===== config.mk =====
export PLATFORM = sky130hd
export DESIGN_NAME = toy_bpu_rob_ctrl
export DESIGN_NICKNAME = d
export VERILOG_FILES = /design/src/rtl/toy_pack.sv /design/src/rtl/toy_bpu_rob_ptr.sv /design/src/rtl/toy_bpu_rob_ctrl.sv
export SDC_FILE = /design/constraint.sdc
export NUM_CORES = 1
export LEC_CHECK = 0
export CAP_MARGIN = 20
export CORE_ASPECT_RATIO = 0.9
export CORE_UTILIZATION = 60
export DETAILED_ROUTE_END_ITERATION = 16
export DONT_BUFFER_PORTS = 1
export HOLD_SLACK_MARGIN = 0.1
export PLACE_DENSITY = 0.8
export SYNTH_ARGS = -nofsm -noshare
export SYNTH_HDL_FRONTEND = slang
export SYNTH_SLANG_ARGS = --single-unit
export TNS_END_PERCENT = 1

===== constraint.sdc =====
create_clock -name clk -period 4.2 [get_ports clk]
set_input_delay 0.84 -clock clk [delete_from_list [all_inputs] [get_ports clk]]
set_output_delay 0.84 -clock clk [all_outputs]
set_load 0.005 [all_outputs]

===== src/rtl/toy_pack.sv =====
// Shared sizing for the BPU reorder-buffer controller.
// Latency: n/a (constants only).
// Backpressure: n/a.
package toy_pack;

  localparam int ROB_DEPTH     = 8;
  localparam int ROB_PTR_WIDTH = $clog2(ROB_DEPTH) + 1;

endpackage


===== src/rtl/toy_bpu_rob_ptr.sv =====
// Wrap-bit ring pointer with increment and parallel load (load wins).
// Latency: new value visible one cycle after inc/load.
// Backpressure: none; caller qualifies inc.
module toy_bpu_rob_ptr #(
  parameter int W = 4
) (
  input  logic         clk,
  input  logic         rst_n,
  input  logic         inc,
  input  logic         load,
  input  logic [W-1:0] load_val,
  output logic [W-1:0] ptr
);

  // Pointer register: load takes priority over increment.
  always_ff @(posedge clk or negedge rst_n) begin
    if (!rst_n) begin
      ptr <= '0;
    end else if (load) begin
      ptr <= load_val;
    end else if (inc) begin
      ptr <= ptr + W'(1);
    end
  end

endmodule


===== src/rtl/toy_bpu_rob_ctrl.sv =====
// ROB pointer control for fetch: allocate, ack, BP2 predict, release to filter.
// Latency: one-hot strobes are combinational; pointers advance next cycle.
// Backpressure: icache_req_rdy drops when full vs. rd or ack; filter_rdy stalls release.
module toy_bpu_rob_ctrl #(
  parameter int ROB_DEPTH = toy_pack::ROB_DEPTH
) (
  input  logic                         clk,
  input  logic                         rst_n,
  input  logic                         icache_req_vld,
  output logic                         icache_req_rdy,
  input  logic                         icache_ack_vld,
  input  logic                         bp2_vld,
  input  logic                         bp2_flush,
  input  logic                         fe_ctrl_flush,
  input  logic [ROB_DEPTH-1:0]         entry_wait_0,
  input  logic [ROB_DEPTH-1:0]         entry_valid,
  input  logic [ROB_DEPTH-1:0]         entry_invalid,
  output logic [ROB_DEPTH-1:0]         entry_prealloc,
  output logic [ROB_DEPTH-1:0]         entry_ack_vld,
  output logic [ROB_DEPTH-1:0]         entry_bp2_vld,
  output logic [ROB_DEPTH-1:0]         entry_bp2_flush,
  output logic [ROB_DEPTH-1:0]         entry_rden,
  output logic [ROB_DEPTH-1:0]         entry_bypass,
  output logic                         filter_vld,
  input  logic                         filter_rdy,
  output logic [$clog2(ROB_DEPTH)-1:0] filter_idx
);

  import toy_pack::*;

  localparam int IW = $clog2(ROB_DEPTH);
  localparam int PW = IW + 1;
  localparam logic [PW-1:0]        DEPTH_P = PW'(ROB_DEPTH);
  localparam logic [ROB_DEPTH-1:0] ONE     = ROB_DEPTH'(1);

  logic [PW-1:0] wr_ptr, ack_ptr, bp2_ptr, rd_ptr;
  logic [PW-1:0] wr_ptr_nxt, occ_rd, occ_ack;
  logic [IW-1:0] wr_idx, ack_idx, bp2_idx, rd_idx;
  logic          full, alloc, bp2_fire, has_rd, rden, bypass;

  assign wr_idx  = wr_ptr[IW-1:0];
  assign ack_idx = ack_ptr[IW-1:0];
  assign bp2_idx = bp2_ptr[IW-1:0];
  assign rd_idx  = rd_ptr[IW-1:0];

  // Full against either the release side or outstanding acks: a slot is only
  // reusable once its ack has come back and it has been released.
  assign occ_rd         = wr_ptr - rd_ptr;
  assign occ_ack        = wr_ptr - ack_ptr;
  assign full           = (occ_rd == DEPTH_P) || (occ_ack == DEPTH_P);
  assign icache_req_rdy = !full;
  assign alloc          = icache_req_vld && !full;
  assign wr_ptr_nxt     = wr_ptr + PW'(alloc);
  assign filter_idx     = rd_idx;

  // Event qualification and one-hot strobes; flush kills the BP2 and release side.
  always_comb begin
    entry_prealloc  = '0;
    entry_ack_vld   = '0;
    entry_bp2_vld   = '0;
    entry_bp2_flush = '0;
    entry_rden      = '0;
    entry_bypass    = '0;
    filter_vld      = 1'b0;
    has_rd          = (rd_ptr != bp2_ptr);
    bp2_fire        = bp2_vld && !fe_ctrl_flush && (bp2_ptr != wr_ptr);
    // Bypass needs an invalid entry, so it can never coincide with filter_vld.
    bypass          = !fe_ctrl_flush && has_rd && entry_invalid[rd_idx] && !entry_wait_0[rd_idx];
    filter_vld      = !fe_ctrl_flush && has_rd && entry_valid[rd_idx] && !entry_invalid[rd_idx];
    rden            = filter_vld && filter_rdy;
    if (alloc)                 entry_prealloc  = ONE << wr_idx;
    if (icache_ack_vld)        entry_ack_vld   = ONE << ack_idx;
    if (bp2_fire)              entry_bp2_vld   = ONE << bp2_idx;
    if (bp2_fire && bp2_flush) entry_bp2_flush = ONE << bp2_idx;
    if (rden)                  entry_rden      = ONE << rd_idx;
    if (bypass)                entry_bypass    = ONE << rd_idx;
  end

  toy_bpu_rob_ptr #(.W(PW)) u_wr_ptr (
    .clk(clk), .rst_n(rst_n), .inc(alloc), .load(1'b0), .load_val('0), .ptr(wr_ptr)
  );

  // Ack pointer keeps counting through flushes so late acks land in their old slots.
  toy_bpu_rob_ptr #(.W(PW)) u_ack_ptr (
    .clk(clk), .rst_n(rst_n), .inc(icache_ack_vld), .load(1'b0), .load_val('0), .ptr(ack_ptr)
  );

  toy_bpu_rob_ptr #(.W(PW)) u_bp2_ptr (
    .clk(clk), .rst_n(rst_n), .inc(bp2_fire), .load(fe_ctrl_flush), .load_val(wr_ptr_nxt),
    .ptr(bp2_ptr)
  );

  toy_bpu_rob_ptr #(.W(PW)) u_rd_ptr (
    .clk(clk), .rst_n(rst_n), .inc(rden || bypass), .load(fe_ctrl_flush), .load_val(wr_ptr_nxt),
    .ptr(rd_ptr)
  );

endmodule


# Word-level counts from Yosys, hierarchy flattened
# Cells that the tools add are included.
# W data, S select, Z words.
[word_totals]
inputBits = 32
word_cells = 54
out_inout_bits = 53
ff_bits = 16
[classes]
n_shift = 4
eq_ne = 4
add_sub_neg = 7
n_mux = 16
n_reduce_logical = 18
magnitude_cmp = 1
[ops]
columns = ["operator", "count"]
rows = [
  ["$mux W8", 6],
  ["$shl A1 B3 Y8 const A", 4],
  ["$add A4 B1 Y4 const B", 4],
  ["$mux W4", 4],
  ["$logic_and A1 B1 Y1", 10],
  ["$bmux W1 S3", 3],
  ["$eq A4 B4 Y1 const B", 2],
  ["$ne A4 B4 Y1", 2],
  ["$sub A4 B4 Y4", 2],
  ["$add A4 B1 Y4", 1],
  ["$logic_not A1 Y1", 4],
  ["$lt A3 B4 Y1 const B", 1],
  ["$reduce_bool A2 Y1", 2],
  ["$mux W1", 3],
  ["$logic_or A1 B1 Y1", 2],
]

# Depth between registers and ports, before layout
[logic_depth]
ltp_word = 8
depth_mapped = 14
mapped_depth_nobuf = 12

# Cells and area by module
# A second synthesis with hierarchy kept.
[unflattened]
cells_unflattened = 216
hier_area_um2 = 1864.3
[modules_own_cells]
columns = ["mod", "cells_per_inst", "instances", "area_each_um2", "seq_area_each_um2"]
rows = [
  ["toy_bpu_rob_ctrl", 144, 1, 1053.5, 0.0],
  ["toy_bpu_rob_ptr", 18, 4, 202.7, 100.1],
]

# Worst setup path before layout
# No wires, ideal clock.
[synth_path]
path_kind = "reg2out"
from = "register u_rd_ptr.ptr[1]"
to = "output port entry_prealloc[1]"
required_time_ns = 3.360
path_slack_ns = 1.231
path_buffers = 1
arrival_time_ns = 2.129
stages_incl_launch_ff = 9
cell_sequence = "dfrtp_1 -> clkinv_1 -> ha_1 -> nor2b_1 -> o211ai_1 -> a31oi_4 -> nor3b_2 -> buf_6 -> and3_1"
[synth_between]
elab_chain_cells = 6
[synth_lines]
columns = ["item", "line_no", "source"]
rows = [
  ["from (decl)", "toy_bpu_rob_ptr.sv:12", "output logic [W-1:0] ptr"],
  ["from (signal assigned)", "toy_bpu_rob_ptr.sv:20", "ptr <= load_val;"],
  ["from (signal assigned)", "toy_bpu_rob_ptr.sv:22", "ptr <= ptr + W'(1);"],
  ["$sub A4 B4 Y4", "toy_bpu_rob_ctrl.sv:48", "assign occ_rd = wr_ptr - rd_ptr;"],
  ["$eq A4 B4 Y1", "toy_bpu_rob_ctrl.sv:50", "assign full = (occ_rd == DEPTH_P) || (occ_ack == DEPTH_P);"],
  ["$logic_or A1 B1 Y1", "toy_bpu_rob_ctrl.sv:50", ""],
  ["$logic_not A1 Y1", "toy_bpu_rob_ctrl.sv:52", "assign alloc = icache_req_vld && !full;"],
  ["$logic_and A1 B1 Y1", "toy_bpu_rob_ctrl.sv:52", ""],
  ["net alloc", "toy_bpu_rob_ctrl.sv:39", "logic full, alloc, bp2_fire, has_rd, rden, bypass;"],
  ["$mux W8", "toy_bpu_rob_ctrl.sv:71", "if (alloc) entry_prealloc = ONE << wr_idx;"],
  ["to (decl)", "toy_bpu_rob_ctrl.sv:18", "output logic [ROB_DEPTH-1:0] entry_prealloc,"],
]
# The timed path passes the listed nets, and every way through them passes these cells.

# Worst setup path in the final report
[layout_path]
from = "register u_rd_ptr.ptr[1]"
to = "output port entry_prealloc[5]"
[layout_between]
elab_chain_cells = 6
[layout_lines]
columns = ["item", "line_no"]
rows = [
  ["$sub A4 B4 Y4", "toy_bpu_rob_ctrl.sv:48"],
  ["$eq A4 B4 Y1", "toy_bpu_rob_ctrl.sv:50"],
  ["$logic_or A1 B1 Y1", "toy_bpu_rob_ctrl.sv:50"],
  ["$logic_not A1 Y1", "toy_bpu_rob_ctrl.sv:52"],
  ["$logic_and A1 B1 Y1", "toy_bpu_rob_ctrl.sv:52"],
  ["$mux W8", "toy_bpu_rob_ctrl.sv:71"],
]
# No other way between the ends.

==> metrics.md <==
| Metric | Value |
|---|---|
| CTS tree | yes |
| #FFs+latches synth | 16 |
| Critical path fanouts, max | 12 |
| Multiplexer area fraction after synthesis | 0.102 |
| Asr flop ratio synth | 1.00 |
| Core Footprint | between 0.003 and 0.004 sq mm |
| Synth Area in Simple Gates | 0.253 |
| DR vias/cell | 5.96 |
| Mean Syn Cell Area | 8.82 sq um |
| Clock-pin slew on the worst setup and hold paths | 0.07 ns |
| Outcome | finished clean |
| Via count of the routed design | 1620 |
| Number of global-route vias before repair | around 1400 |
| Total GRT Usage | 0.213 |
| Htree depth | 1 |
| Post-synthesis adder-cell area fraction | 0.190 |
| Die Wd | 64.5 um |
| Post-synth EDFFs | 0 |
| Total gr overflow | 0 |
| Power density over cell area | 747 mW/mm^2 |
| Worst reg2reg path depth | 12 |
| XOR/XNOR Fraction of Synth Area | 0.0926 |
| IO buf count | 0 |
| N_diodes | 0 |
| Syn. warnings | 0 |
| Final min period | 3.71 ns |
| Largest net degree at the start of global routing | 19 |
| Routed Antenna Nets | 0 |
| Area leader, netlist | dfrtp_1 |
| Final hold viol count | 0 |
| Wire per inst | between 10 and 15 um |
| DRT Pass-1 Iters | 4 |
| Setup Total Neg Slack | 0 ns |
| Worst hold slack | roughly 0.28 ns |
| Crit share post-route | 0.883 |
| Critical Path Start Type | flip-flop |
| Nets@finish | between 200 and 300 |
| Worst EP required | about 3.4 ns |
| First-pass GRT wire length | about 6300 um |
| Cts repair resizes | 0 |
| Root Driver | clkbuf_8 |
| R2R Path Start | u_rd_ptr.ptr[1] |
| R2R Path End | u_rd_ptr.ptr[3] |
| Total CTS buffers | 3 |
| Placer Congestion | 0.903 |
| Post-route DRC violation count | 0 |
| Max Cap Violations | 0 |
| Initial Util | 0.624 |
| Worst slew pin tran | 0.688 ns |
| Cell area after synthesis | 0.00211 sq mm |
| Critical Path End Type | output port |
| Worst rel slew slack | 0.536 |
| Rows | 20 |
| Most used DFF post-synth | dfrtp_1 |
| FMAX | around 270 MHz |
| Sequential area share after synthesis | 0.190 |
| Area grow syn2layout | 0.475% |
| Area contributors post-synth | dfrtp_1 19%, ha_1 19%, and3_1 8.0% |
| Layout cells sized above 1 | 0.0746 |
| Die area | 0.00376 sq mm |
| Distinct cells, synth | 47 |
| Final setup skew | 0.00657 ns |
| RSZ-0062 raised after global routing | no |
| CTS Buffer Depth | 2 |
| Sink Count | 16 |
| Die Ht | 58.2 um |
| Initial antenna violation count | 0 |
| Synth Area in Compound Gates | 0.105 |
| Largest family of logic cells by synthesized area | simple AND/OR/NAND/NOR gates |
| Initial drt markers | 60 |
| Lkg Pwr | approximately 1.1 nW |
| Worst-skew pair later-pin latency | 0.25 ns |
| Post-Syn Nets | just over 300 |
| Post-cts hold buffer count | 0 |
| Worst Hold Class | in -> async |
| WP data arrival | 2.87 ns |
| # Post-CTS Setup Buffers | 0 |
| Post-Syn Instances | 239 |
| Hpwl dp | 3090 um |
| R2R Setup Slk | 0.84 ns |
| Maximum vdd drop | 443 uV |
| IO Count | 85 |
| # setup viols final | 0 |
| Kind of critical path | reg -> out |
| Synth top area share | 0.190 |
| Routed WL | 3960 um |
| Max Transition Viols Final | 0 |
| Crit path from | u_rd_ptr.ptr[1] |
[power breakdown]
group	switching [W]	internal [W]
logic	0.000538	0.000497
registers	0.000200	0.000232
clock network	0.0000528	0.0000636
total	0.000790	0.000793
[final cells by class]
cell class              count  area, sq um
well taps                  44         55.1
inverters                  13         48.8
multi-input cells         195         1570
repair buffers              1         7.51
fillers                   287         1260
clock buffers               3         41.3
flip-flops and latches     16          400
[state kept, by name, indices dropped and copies added, names as in the netlist]
| name | cells |
|---|---|
| u_wr_ptr.ptr | 4 |
| u_ack_ptr.ptr | 4 |
| u_bp2_ptr.ptr | 4 |
| u_rd_ptr.ptr | 4 |
[logic make-up (layout without fill, tap and decap cells)]
kind of cell / after synthesis / in the layout
simple gates: 101 / 101
mux: 15 / 15
compound gates: 28 / 28
buf+inv: 28 / 17
flops: 16 / 16
xor+xnor: 19 / 19
fa+ha+maj: 32 / 32
[layer usage]
layer	global-route usage	wire length (um)
met4	0.0730	42
met5	0	0
met1	0.297	1840
met3	0.0157	177
met2	0.352	1890
[cells in the final DEF (no fill, tap or decap), drive strengths merged, types with 2 or more instances in the layout]
master / count
ha: 32
and3: 27
nor2: 26
dfrtp: 16
nand2: 13
inv: 12
and2: 11
xor2: 9
mux2i: 8
xnor2: 8
nor2b: 6
o21ai: 6
nand3: 5
mux4: 5
a21oi: 5
nor3: 4
o211ai: 3
clkbuf: 3
a31oi: 3
or2: 3
a22oi: 2
o21a: 2
a211oi: 2
nand4: 2
mux2: 2
[cell usage after synthesis, types with 5 or more instances]
library cell / count
dfrtp_1: 16
and3_1: 27
nand3_1: 5
xnor2_1: 8
nor2b_1: 6
nand2_1: 13
ha_1: 32
clkbuf_1: 6
nor2_1: 26
inv_1: 12
mux4_2: 5
and2_1: 11
xor2_1: 9
mux2i_1: 8
[worst max-delay path, stage by stage, from the launching register on]
cell and delay, ns:
dfrtp_1 0.55, clkinv_1 0.30, ha_1 0.38, nor2b_1 0.13, o211ai_1 0.26, a31oi_4 0.15, nor3b_2 0.57, and3_1 0.26
[per-stage QoR]
stage	cells	worst slack [ns]	cell area, sq um	utilization	total power, W
after floorplan	239	1.23	2110	-	0.00132
after global placement	269	0.836	2080	0.615	0.00144
after detailed placement	269	0.723	2080	0.615	0.00147
after CTS	272	0.460	2120	0.627	0.00159
after global routing	272	0.223	2120	0.627	0.00175
final	272	0.491	2120	0.627	0.00158
[worst max-delay path by stage]
stage | endpoint | depth (start not counted)
finish | entry_prealloc[5] | 7
floorplan | entry_prealloc[1] | 8
global placement | entry_prealloc[6] | 7
detailed placement | entry_prealloc[1] | 7
global route | entry_prealloc[0] | 7
CTS | entry_prealloc[1] | 7
No activity file was read; power rests on OpenSTA's default activity.
==> variant: new RTL, same settings <==
Change the package constant `ROB_DEPTH` from 8 to 16.
--- a/src/rtl/toy_pack.sv
+++ b/src/rtl/toy_pack.sv
@@ -3,7 +3,7 @@
 // Backpressure: n/a.
 package toy_pack;
 
-  localparam int ROB_DEPTH     = 8;
+  localparam int ROB_DEPTH     = 16;
   localparam int ROB_PTR_WIDTH = $clog2(ROB_DEPTH) + 1;
 
 endpackage
Interface: changed (10 resized); port bits go from 85 to 158. The function was not compared with the original's and may differ.
==> variant against the original RTL <==
Global-route usage up 5.1 points; wire length grew 75%; clock power rose by 9%; worst setup slack better by 0.13 ns; sequential cell count up 4; cell area up 38%; register-to-register slack worse by 0.21 ns; critical path depth decreased by 1; critical endpoint is now entry_bypass[4]; area after synthesis is 39% higher; largest cell class unchanged; cell count up 44%; power is 38% higher; critical path type unchanged.
==> variant: results (changes against the original RTL) <==
.. list-table::
   :header-rows: 1

   * - Metric
     - Value
   * - Routed via count
     - 2,499 (was 1,620)
   * - Top fanout value on the critical path
     - 17 (was 12)
   * - Global-route total usage across every layer
     - 26.4% (was 21.3%)
   * - Average via count per standard cell
     - 6.38 (was 5.96)
   * - Capturing point of the worst reg2reg path
     - u_bp2_ptr.ptr[4]$_DFFE_PN0P_ (was u_rd_ptr.ptr[3]$_DFFE_PN0P_)
   * - Time the final worst path needs with I/O delays and setup
     - 3.58 ns (was 3.71 ns)
   * - Crit-path max cell delay
     - 0.61 ns (was 0.57 ns)
   * - Commonest cells post-synth
     - and3_1 (49), nor2_1 (35), ha_1 (34), nand2_1 (29), inv_1 (22) (was ha_1 (32), and3_1 (27), nor2_1 (26), dfrtp_1 (16), nand2_1 (13))
   * - Placed wire-length estimate
     - 5.49 mm (was 3.09 mm)
   * - Fraction of post-synthesis cell area in the top cell type by area
     - 17.1% (was 19.0%)
   * - Startpoint of the worst-slack reg-to-reg timing path
     - u_rd_ptr.ptr[2]$_DFFE_PN0P_ (was u_rd_ptr.ptr[1]$_DFFE_PN0P_)
   * - Worst setup startpoint
     - u_rd_ptr.ptr[0]$_DFFE_PN0P_ (was u_rd_ptr.ptr[1]$_DFFE_PN0P_)
   * - Area fraction in compound gates after synthesis
     - 7.82% (was 10.5%)
   * - Clock network power share
     - 5.8% (was 7.4%)
   * - Status
     - finished clean (unchanged)
   * - Layout cell share with drive strength beyond 1
     - 4.55% (was 7.46%)
   * - Avg Inst Size Synth
     - 8.39 sq um (was 8.82 sq um)
   * - Setup slack of the most critical reg-to-reg path
     - 0.63 ns (was 0.84 ns)
   * - Share of cell area taken by muxes after synthesis
     - 13.5% (was 10.2%)
   * - Detailed router's first-iteration violation count
     - 189 (was 60)
   * - Final net count
     - 422 (was 294)
   * - Maximum vdd drop
     - 0.430 mV (was 0.443 mV)
   * - Vias in the first global route
     - 2,137 (was 1,386)
   * - Adder-Cell Fraction of Synth Area
     - 14.5% (was 19.0%)
   * - Post-Synthesis Net Count
     - 439 (was 303)
   * - Sequential-to-total area share from yosys stat
     - 17.1% (was 19.0%)
   * - Maximum number of pins on one net before global-route repair
     - 21 (was 19)
   * - Switching power as a share of total power
     - 52.4% (was 49.9%)
   * - XOR/XNOR Fraction of Synth Area
     - 8.07% (was 9.26%)
   * - Routability Congestion
     - 0.852 (was 0.903)
   * - Post-place setup slack
     - 0.669 ns (was 0.723 ns)
==> variant: through the flow <==
step                      cell area, sq um  power (mW)  util, %
after floorplan                       2930        1.81        -
after global placement                2880        1.98     63.0
after detailed placement              2880        2.04     63.0
after CTS                             2930        2.18     63.9
after global routing                  2930        2.43     63.9
final                                 2930        2.18     63.9
==> variant: cells by family after synthesis <==
kind of cell | Yosys count
adder cells (fa/ha/maj) | 34
AND/OR/NAND/NOR | 172
XOR/XNOR | 27
AO/OA/AOI/OAI | 32
flip-flops | 20
buffers and inverters | 46
multiplexers | 18
==> variant: layout make-up <==
type	instances	area [sq um]
multi-input cells	283	2210
fillers	402	1650
flip-flops and latches	20	500
inverters	22	82.6
well taps	62	77.6
clock buffers	3	41.3
repair buffers	2	15.0
==> variant: how the worst min path moves through the flow <==
| stage | endpoint | slack (ns) | startpoint |
|---|---|---|---|
| after global placement | u_ack_ptr.ptr[4]$_DFFE_PN0P_ | 0.49 | u_ack_ptr.ptr[4]$_DFFE_PN0P_ |
| after detailed placement | u_ack_ptr.ptr[4]$_DFFE_PN0P_ | 0.50 | u_ack_ptr.ptr[4]$_DFFE_PN0P_ |
| after global routing | u_wr_ptr.ptr[0]$_DFFE_PN0P_ | 0.26 | rst_n |
| after CTS | u_bp2_ptr.ptr[3]$_DFFE_PN0P_ | 0.27 | rst_n |
| final | u_wr_ptr.ptr[0]$_DFFE_PN0P_ | 0.27 | rst_n |
| after floorplan | u_ack_ptr.ptr[4]$_DFFE_PN0P_ | 0.46 | u_ack_ptr.ptr[4]$_DFFE_PN0P_ |
==> variant: layer usage <==
metal	vias to the layer above	wire length, microns	GRT usage, %	share of wire [%]
met5	-	0	0	0
met4	0	41	4.86	0.59
met3	6	365	4.27	5.3
met2	84	3420	44.5	49
met1	1204	3110	36.1	45
li1	1205	-	-	-
